### config.mk
export PLATFORM = sky130hd
export DESIGN_NAME = apb2_master_bridge_flat
export DESIGN_NICKNAME = d
export VERILOG_FILES = /design/src/rtl/apb2_master_bridge_if.sv /design/src/rtl/apb2_master_bridge.sv /design/src/flat_wrapper.sv
export SDC_FILE = /design/constraint.sdc
export NUM_CORES = 1
export LEC_CHECK = 0
export CAP_MARGIN = 20
export CORE_MARGIN = 2
export CORE_UTILIZATION = 42
export CTS_BUF_LIST = sky130_fd_sc_hd__clkbuf_8
export CTS_CLUSTER_DIAMETER = 60
export DETAILED_ROUTE_END_ITERATION = 10
export GPL_ROUTABILITY_DRIVEN = 0
export PLACE_DENSITY = 0.95
export SYNTH_ARGS = -nofsm -noshare
export SYNTH_HDL_FRONTEND = slang
export SYNTH_SLANG_ARGS = --single-unit
### constraint.sdc
create_clock -name clk -period 2.4 [get_ports clk]
set_input_delay 0.48 -clock clk [delete_from_list [all_inputs] [get_ports clk]]
set_output_delay 0.48 -clock clk [all_outputs]
set_load 0.02 [all_outputs]
### src/rtl/apb2_master_bridge_if.sv
// Request/response stream plus APB2 bus bundle for apb2_master_bridge.
// Latency: none, wiring only.
// Backpressure: req_ready/rsp_ready carry the stream handshakes; APB2 has no wait states.
interface apb2_master_bridge_if #(
    parameter int ADDR_BITS = 6,
    parameter int DATA_BITS = 8,
    parameter int LEN_BITS  = 4
);
    // host request stream
    logic                 req_valid;
    logic                 req_ready;
    logic                 req_write;
    logic [ADDR_BITS-1:0] req_addr;
    logic [DATA_BITS-1:0] req_wdata;
    logic [LEN_BITS-1:0]  req_len;

    // read response stream
    logic                 rsp_valid;
    logic                 rsp_ready;
    logic [DATA_BITS-1:0] rsp_data;
    logic                 rsp_last;

    // APB2 bus
    logic [ADDR_BITS-1:0] PADDR;
    logic                 PSEL;
    logic                 PENABLE;
    logic                 PWRITE;
    logic [DATA_BITS-1:0] PWDATA;
    logic [DATA_BITS-1:0] PRDATA;

    // bridge view
    modport master (
        input  req_valid, req_write, req_addr, req_wdata, req_len, rsp_ready, PRDATA,
        output req_ready, rsp_valid, rsp_data, rsp_last,
        output PADDR, PSEL, PENABLE, PWRITE, PWDATA
    );

    // environment view: request source, response sink and APB2 slave
    modport slave (
        output req_valid, req_write, req_addr, req_wdata, req_len, rsp_ready, PRDATA,
        input  req_ready, rsp_valid, rsp_data, rsp_last,
        input  PADDR, PSEL, PENABLE, PWRITE, PWDATA
    );
endinterface

### src/rtl/apb2_master_bridge.sv
// Command stream to APB2 master; bursts auto-increment PADDR (enabled by APB2_MASTER_BURST_EN).
// Latency: write beat = SETUP+ACCESS (2 cycles); read beat = SETUP+ACCESS+RESP (>=3 cycles).
// Backpressure: req_ready only in IDLE; bus parks (PSEL=0) in RESP until rsp_ready.
module apb2_master_bridge #(
    parameter int ADDR_BITS = 6,
    parameter int DATA_BITS = 8,
    parameter int LEN_BITS  = 4
) (
    input  logic                   clk,
    input  logic                   rst_n,
    apb2_master_bridge_if.master   bus,
    output logic                   busy
);
    typedef enum logic [1:0] {
        IDLE   = 2'd0,
        SETUP  = 2'd1,
        ACCESS = 2'd2,
        RESP   = 2'd3
    } state_t;

    state_t               state_q;
    state_t               state_d;
    logic                 write_q;
    logic [ADDR_BITS-1:0] addr_q;
    logic [DATA_BITS-1:0] wdata_q;
    logic [DATA_BITS-1:0] rdata_q;
    logic                 accept;
    logic                 last_beat;
    logic                 next_beat;

    assign accept = bus.req_valid && bus.req_ready;

    // Moving on to another beat happens either straight out of a write
    // ACCESS or when a read response is taken.
    assign next_beat = !last_beat &&
                       (((state_q == ACCESS) && write_q) ||
                        ((state_q == RESP) && bus.rsp_ready));

`ifdef APB2_MASTER_BURST_EN
    logic [LEN_BITS-1:0] len_q;
    logic [LEN_BITS-1:0] beat_q;

    // Equality compare at LEN_BITS width: len of all-ones gives 2^LEN_BITS beats.
    assign last_beat = (beat_q == len_q);

    // Beat counter and burst length, loaded on request acceptance.
    always_ff @(posedge clk or negedge rst_n) begin
        if (!rst_n) begin
            len_q  <= '0;
            beat_q <= '0;
        end else if (accept) begin
            len_q  <= bus.req_len;
            beat_q <= '0;
        end else if (next_beat) begin
            beat_q <= beat_q + LEN_BITS'(1);
        end
    end

    // Address register: start address on accept, +1 per beat, wraps naturally.
    always_ff @(posedge clk or negedge rst_n) begin
        if (!rst_n) begin
            addr_q <= '0;
        end else if (accept) begin
            addr_q <= bus.req_addr;
        end else if (next_beat) begin
            addr_q <= addr_q + ADDR_BITS'(1);
        end
    end
`else
    // Single-beat build: the length field is accepted but has no effect.
    logic [LEN_BITS-1:0] unused_len;
    assign unused_len = bus.req_len;
    assign last_beat  = 1'b1;

    // Address register: start address on accept only.
    always_ff @(posedge clk or negedge rst_n) begin
        if (!rst_n) begin
            addr_q <= '0;
        end else if (accept) begin
            addr_q <= bus.req_addr;
        end
    end
`endif

    // Direction and write data; PWDATA only changes when a write is accepted,
    // so reads leave the last write value on the bus.
    always_ff @(posedge clk or negedge rst_n) begin
        if (!rst_n) begin
            write_q <= 1'b0;
            wdata_q <= '0;
        end else if (accept) begin
            write_q <= bus.req_write;
            if (bus.req_write) begin
                wdata_q <= bus.req_wdata;
            end
        end
    end

    // Capture PRDATA on the edge that ends a read ACCESS; held through RESP.
    always_ff @(posedge clk or negedge rst_n) begin
        if (!rst_n) begin
            rdata_q <= '0;
        end else if ((state_q == ACCESS) && !write_q) begin
            rdata_q <= bus.PRDATA;
        end
    end

    // State register; async reset aborts any transfer in flight.
    always_ff @(posedge clk or negedge rst_n) begin
        if (!rst_n) begin
            state_q <= IDLE;
        end else begin
            state_q <= state_d;
        end
    end

    // Next-state logic for the SETUP/ACCESS/RESP sequence.
    always_comb begin
        state_d = state_q;
        case (state_q)
            IDLE:    if (accept) state_d = SETUP;
            SETUP:   state_d = ACCESS;
            ACCESS: begin
                if (!write_q)       state_d = RESP;
                else if (last_beat) state_d = IDLE;
                else                state_d = SETUP;
            end
            RESP: begin
                if (bus.rsp_ready) state_d = last_beat ? IDLE : SETUP;
            end
            default: state_d = IDLE;
        endcase
    end

    // Bus and stream outputs decoded from state; req_ready also gated by reset.
    assign bus.req_ready = rst_n && (state_q == IDLE);
    assign bus.PSEL      = (state_q == SETUP) || (state_q == ACCESS);
    assign bus.PENABLE   = (state_q == ACCESS);
    assign bus.PADDR     = addr_q;
    assign bus.PWRITE    = write_q;
    assign bus.PWDATA    = wdata_q;
    assign bus.rsp_valid = (state_q == RESP);
    assign bus.rsp_last  = (state_q == RESP) && last_beat;
    assign bus.rsp_data  = rdata_q;
    assign busy          = (state_q != IDLE);
endmodule

### src/flat_wrapper.sv
// flat-port wrapper written by rule: the top's interface ports become plain ports
module apb2_master_bridge_flat 
#(
    parameter int ADDR_BITS = 6,
    parameter int DATA_BITS = 8,
    parameter int LEN_BITS  = 4
)
  (clk, rst_n, busy, bus_req_valid, bus_req_write, bus_req_addr, bus_req_wdata, bus_req_len, bus_rsp_ready, bus_PRDATA, bus_req_ready, bus_rsp_valid, bus_rsp_data, bus_rsp_last, bus_PADDR, bus_PSEL, bus_PENABLE, bus_PWRITE, bus_PWDATA);
  apb2_master_bridge_if #(.ADDR_BITS(ADDR_BITS), .DATA_BITS(DATA_BITS), .LEN_BITS(LEN_BITS)) bus_i ();
  input  logic clk;
  input  logic rst_n;
  output logic busy;
  input wire logic [$bits(bus_i.req_valid)-1:0] bus_req_valid;
  input wire logic [$bits(bus_i.req_write)-1:0] bus_req_write;
  input wire logic [$bits(bus_i.req_addr)-1:0] bus_req_addr;
  input wire logic [$bits(bus_i.req_wdata)-1:0] bus_req_wdata;
  input wire logic [$bits(bus_i.req_len)-1:0] bus_req_len;
  input wire logic [$bits(bus_i.rsp_ready)-1:0] bus_rsp_ready;
  input wire logic [$bits(bus_i.PRDATA)-1:0] bus_PRDATA;
  output wire logic [$bits(bus_i.req_ready)-1:0] bus_req_ready;
  output wire logic [$bits(bus_i.rsp_valid)-1:0] bus_rsp_valid;
  output wire logic [$bits(bus_i.rsp_data)-1:0] bus_rsp_data;
  output wire logic [$bits(bus_i.rsp_last)-1:0] bus_rsp_last;
  output wire logic [$bits(bus_i.PADDR)-1:0] bus_PADDR;
  output wire logic [$bits(bus_i.PSEL)-1:0] bus_PSEL;
  output wire logic [$bits(bus_i.PENABLE)-1:0] bus_PENABLE;
  output wire logic [$bits(bus_i.PWRITE)-1:0] bus_PWRITE;
  output wire logic [$bits(bus_i.PWDATA)-1:0] bus_PWDATA;
  assign bus_i.req_valid = bus_req_valid;
  assign bus_i.req_write = bus_req_write;
  assign bus_i.req_addr = bus_req_addr;
  assign bus_i.req_wdata = bus_req_wdata;
  assign bus_i.req_len = bus_req_len;
  assign bus_i.rsp_ready = bus_rsp_ready;
  assign bus_i.PRDATA = bus_PRDATA;
  assign bus_req_ready = bus_i.req_ready;
  assign bus_rsp_valid = bus_i.rsp_valid;
  assign bus_rsp_data = bus_i.rsp_data;
  assign bus_rsp_last = bus_i.rsp_last;
  assign bus_PADDR = bus_i.PADDR;
  assign bus_PSEL = bus_i.PSEL;
  assign bus_PENABLE = bus_i.PENABLE;
  assign bus_PWRITE = bus_i.PWRITE;
  assign bus_PWDATA = bus_i.PWDATA;
  apb2_master_bridge #(.ADDR_BITS(ADDR_BITS), .DATA_BITS(DATA_BITS), .LEN_BITS(LEN_BITS)) u_core (.clk(clk), .rst_n(rst_n), .bus(bus_i), .busy(busy));
endmodule
# After elaboration in Yosys (flattened, before gate mapping)
# Cells that the tools add are included.
dict set report word_totals {
  inputBits 31
  rom_bits 0
  ff_bits 25
  mem_count 0
  ramBits 0
  latch_bits 0
  word_cells 23
}
dict set report op_classes {
  n_mux 4
  div 0
  shifts 0
  order_cmp 0
  eq_ne 5
  multipliers 0
  n_reduce_logical 9
  addsub 0
  bitwise_logic 0
}
# op n
set ops {}
lappend ops {{2-bit one-hot mux with 4 select lines} 1}
lappend ops {{2-bit two-way mux} 3}
lappend ops {{2-bit == test (second input constant)} 2}
lappend ops {{2-bit AND reduction} 2}
lappend ops {{1-bit logical AND} 3}
lappend ops {{2-bit by 1-bit == test with 1-bit output (second input constant)} 1}
lappend ops {{2-bit logical NOT} 1}
lappend ops {{2-bit by 1-bit inequality test with 1-bit output (second input constant)} 1}
lappend ops {{2-bit inequality test (second input constant)} 1}
lappend ops {{2-bit nonzero test} 1}
lappend ops {{1-bit logical NOT} 1}
lappend ops {{1-bit logical OR} 1}

# Logic depth before layout (Yosys ltp)
dict set report depth {
  ltp_word 5
  depth_mapped 6
  depth_no_buf 5
}

# Worst setup path before layout
# OpenSTA, ideal clock, no wires.
dict set report synth_path {
  path_type {flip-flop to flip-flop}
  startpoint {reg u_core.state_q[0]}
  endpoint {reg u_core.rdata_q[0], in the netlist u_core.bus.rsp_data[0]}
  required_ns 2.275
  stages_incl_launch_ff 6
  t_arrival_ns 1.436
  setup_ns 0.125
  setup_slack_ns 0.839
  path_cell_list {dfrtp_1 -> inv_1 -> ha_1 -> nor2b_1 -> buf_2 -> mux2_2}
}
dict set report synth_via {
  elab_chain_len 2
}
# element line
set synth_lines {}
lappend synth_lines {{start: declaration} apb2_master_bridge.sv:21} ;# state_t state_q;
lappend synth_lines {{start signal: assignment} apb2_master_bridge.sv:113} ;# state_q <= state_d;
lappend synth_lines {{2-bit == test} -}
lappend synth_lines {{net bus_PENABLE} flat_wrapper.sv:26} ;# output wire logic [$bits(bus_i.PENABLE)-1:0] bus_PENABLE;
lappend synth_lines {{1-bit logical AND} apb2_master_bridge.sv:103} ;# end else if ((state_q == ACCESS) && !write_q) begin
lappend synth_lines {{end signal: assignment} apb2_master_bridge.sv:104} ;# rdata_q <= bus.PRDATA;
lappend synth_lines {{end: declaration} apb2_master_bridge.sv:26} ;# logic [DATA_BITS-1:0] rdata_q;
# The timed path passes the listed nets, and every way through them passes these cells.
# A chain may end at the register's enable or synchronous reset.

# Worst setup path after layout
dict set report layout_path {
  startpoint {reg u_core.state_q[0]}
  endpoint {out busy}
}
dict set report layout_via {
  elab_chain_len 1
}
# element line
set layout_lines {}
lappend layout_lines {{2-bit nonzero test} apb2_master_bridge.sv:145} ;# assign busy = (state_q != IDLE);
lappend layout_lines {{end: declaration} flat_wrapper.sv:12} ;# output logic busy;
# No other way between the ends.

==> impl_metrics.yaml <==
cells_and_area:
  finalNetCount: 165
  fillCellCount: 178
  synthToLayoutAreaGrowth_pct: 61.29
  diode_insertion_count_for_antenna_repair: 0
  finish.instance_area_mm2: 0.001689
  area_occupied_by_multi_input_gates_um2: 397.9
  share_of_cells_above_drive_strength_1_pct: 24.81
  ff_latch_area_um2: 625.6
critical_path:
  cp_data_arrival_time_ns: 1.70
  cp_max_fo: 4
  type_of_the_worst_setup_path: "flop to output port"
  max_stage_delay_ns: 0.60
  end_kind: "output port"
  critical_path.n_buffers_inverters: 3
  critPathTopFamily: "buffers and inverters"
  worst-endpoint-required_ns: 1.92
  critical_path.cell_chain: "inv_1 > ha_1 > inv_1 > clkdlybuf4s50_1"
  timing.critical_path.slowest_stage_cell: "sky130_fd_sc_hd__clkdlybuf4s50_1"
  cpMostUsedCell: "sky130_fd_sc_hd__inv_1"
  setup.worst_path.start_class: "flop"
clocking:
  cts.reportedPaths.clkPinSlew_ns: 0.09
  worstSkewPairLatency_ns: 0.26
  ctsResizeCount: 0
  cts_num_sinks: 25
  tritoncts: "built"
  cts.htree.levels: 1
  post_cts.repair.setup_buffers: 0
  ctsRootBufferMaster: "sky130_fd_sc_hd__clkbuf_8"
  cts_buffers: 3
  holdBufCountCts: 0
  buffers_from_clock_root_to_sink_at_most: 2
global_route:
  number_of_global_route_vias_before_repair: 832
  grt_usage_pct: 18.49
  use_met3_pct: 3.611
  wire_length_of_the_first_global_routing_pass_mm: 3.788
  met1_usage_pct: 19.86
  globalRoute.totalOverflow: 0
  top_usage_layer: "met2"
  number_of_antenna_violations_at_the_first_check_in_global_routing: 0
  globalRouteMet2Util_pct: 34.76
  largest_net_degree_at_the_start_of_global_routing: 28
drt:
  routed_via_density: 4.855
  ant_nets: 0
  routed-via-count: 772
  first_drt_pass_iteration_count: 3
  drt_first_iter_violations: 8
  drc_errors: 0
  wl_per_cell_um: 15.40
  route.final.wire_length_mm: 2.449
power:
  vdd_drop_max_mv: 0.8017
  fraction_of_power_spent_switching_nets_pct: 37.80
  p_leak_nw: 0.7286
  share_clk_of_total_power_pct: 10.8
  power.share.sequential_pct: 32.1
  power_density_mw_per_mm2: 1394
  internal_power_mw: 1.465
  switching_power_uw: 890.1
  p_comb_share_pct: 57.1
synth:
  synth_edf_count: 0
  yosys_warnings: 0
  synth_nets: 105
  synth.distinct_cells: 19
  synthesis.instances: 70
  yosysSeqAreaShare_pct: 59.74
  postSynthAreaPerCell_um2: 14.96
  synth_area_mm2: 0.001047
  synth_seq_cells: 25
  share_of_synthesized_registers_carrying_an_async_set_or_reset_pct: 100.0
  yosys_most_used_dff: "sky130_fd_sc_hd__dfrtp_1"
outcome:
  status: "completed"
floorplan:
  die_area_mm2: 0.002909
  placeableCoreArea_mm2: 0.002410
  std_cell_rows: 18
  die_h_um: 53.94
  boundaryPins: 60
  floorplan.die.width_um: 53.94
  floorplan.initialDensity_pct: 43.46
flow_run:
  max_cap_viol_count: 0
timing:
  max_slew.worst_pin.slew_ns: 0.3408
  timing.final.ws_setup_ns: 0.2167
  max-slew-margin-rel_pct: 77.28
  fin_tns_setup_ns: 0
  timing.final.hold_violations: 0
  finalClockSkew_ns: 0.001171
  setup_viol_count_final: 0
  timing.fmax_mhz: 458.0
  rsz0062_at_grt: "no"
  final_number_of_max_transition_violations: 0
  final.hold.worst_slack_ns: 0.5112
  timing.final.crit_share_pct: 90.97
  final.min_clock_period_ns: 2.183
min_path:
  hp-class: "flop to flop"
place:
  dpl_worst_slack_ns: 0.1910
  placedInstanceArea_mm2: 0.001638
  detailedPlacementHpwl_mm: 1.962
  buffer_ports.inserted: 55
==> final timing paths <==
check                                     from                     end  slack, ns  cells after the start
min reg2reg                u_core.bus.PADDR[5]     u_core.bus.PADDR[5]       0.51                      1
max reg2reg                  u_core.state_q[0]  u_core.bus.rsp_data[0]       0.70                      5
max in group asynchronous                rst_n     u_core.bus.PADDR[0]       1.53                      2
min                        u_core.bus.PADDR[5]     u_core.bus.PADDR[5]       0.51                      1
max                          u_core.state_q[0]                    busy       0.22                      4
min in group asynchronous                rst_n  u_core.bus.rsp_data[3]       0.61                      2
==> final cells by class <==
cell class | count | share of cell area, %
flip-flops and latches | 25 | 37.04
inverters | 3 | 0.6667
clock inverters | 1 | 0.4444
repair buffers | 57 | 33.63
clock buffers | 3 | 2.444
well taps | 30 | 2.222
multi-input cells | 40 | 23.56
==> Yosys cell counts (2+ instances only) <==
cell / count / share of area (%)
sky130_fd_sc_hd__mux2_2: 22 / 24
sky130_fd_sc_hd__inv_1: 3 / 1.1
sky130_fd_sc_hd__nand2_1: 2 / 0.72
sky130_fd_sc_hd__ha_1: 4 / 4.8
sky130_fd_sc_hd__dfrtp_1: 25 / 60
==> power groups by stage <==
stage / logic (mW) / registers [mW] / clock network (mW)
6_report: 1.34 / 0.756 / 0.254
5_1_grt: 1.42 / 0.785 / 0.279
4_1_cts: 1.36 / 0.757 / 0.258
3_5_place_dp: 1.35 / 0.766 / 0
3_3_place_gp: 1.30 / 0.744 / 0
2_1_floorplan: 0.476 / 0.992 / 0
==> routing by layer <==
layer	up-vias	wire [µm]
met5	-	0
met4	0	49
met3	4	127
met2	29	1350
met1	379	922
li1	360	-
==> sequential cells by signal (all words and copies together) (netlist names) <==
register,count
u_core.bus.PWDATA,8
u_core.bus.rsp_data,8
u_core.bus.PADDR,6
u_core.state_q,2
u_core.bus.PWRITE,1
==> per-stage QoR <==
stage	utilization, %	power (mW)	cells
3_5_place_dp	67.96	2.121	155
6_report	70.09	2.355	159
2_1_floorplan	-	1.468	70
3_3_place_gp	67.96	2.044	155
5_1_grt	70.09	2.480	159
4_1_cts	69.99	2.375	159
==> cell families (layout without fill, tap and decap cells) <==
logic type      count (synthesis)  count (layout)  share of synthesized area [%]
compound gates                  5               5                          3.226
buf+inv                         5              64                          2.270
fa+ha+maj                       4               4                          4.779
flops                          25              25                          59.74
mux                            22              22                          23.66
simple gates                    9               9                          6.334
==> layout by cell type, fill, tap and decap left out <==
cell                              synthesis  layout
sky130_fd_sc_hd__a21oi_1                  1       1
sky130_fd_sc_hd__buf_4                    1       2
sky130_fd_sc_hd__a21bo_2                  1       1
sky130_fd_sc_hd__nand3_2                  1       1
sky130_fd_sc_hd__clkinvlp_4               0       1
sky130_fd_sc_hd__mux2_2                  22      22
sky130_fd_sc_hd__o21ai_0                  1       1
sky130_fd_sc_hd__clkdlybuf4s50_1          0      54
sky130_fd_sc_hd__nand2b_1                 1       1
sky130_fd_sc_hd__ha_1                     4       4
sky130_fd_sc_hd__inv_1                    3       3
sky130_fd_sc_hd__nand2_1                  2       2
sky130_fd_sc_hd__nand3_4                  1       1
sky130_fd_sc_hd__dlymetal6s2s_1           0       1
sky130_fd_sc_hd__nor2_1                   1       1
sky130_fd_sc_hd__clkbuf_8                 0       3
sky130_fd_sc_hd__dfrtp_1                 25      25
sky130_fd_sc_hd__a31oi_1                  1       1
sky130_fd_sc_hd__and2_1                   1       1
sky130_fd_sc_hd__o211ai_1                 1       1
sky130_fd_sc_hd__nor2b_1                  1       1
sky130_fd_sc_hd__and2_4                   1       1
(Power assumes the default switching activity.)
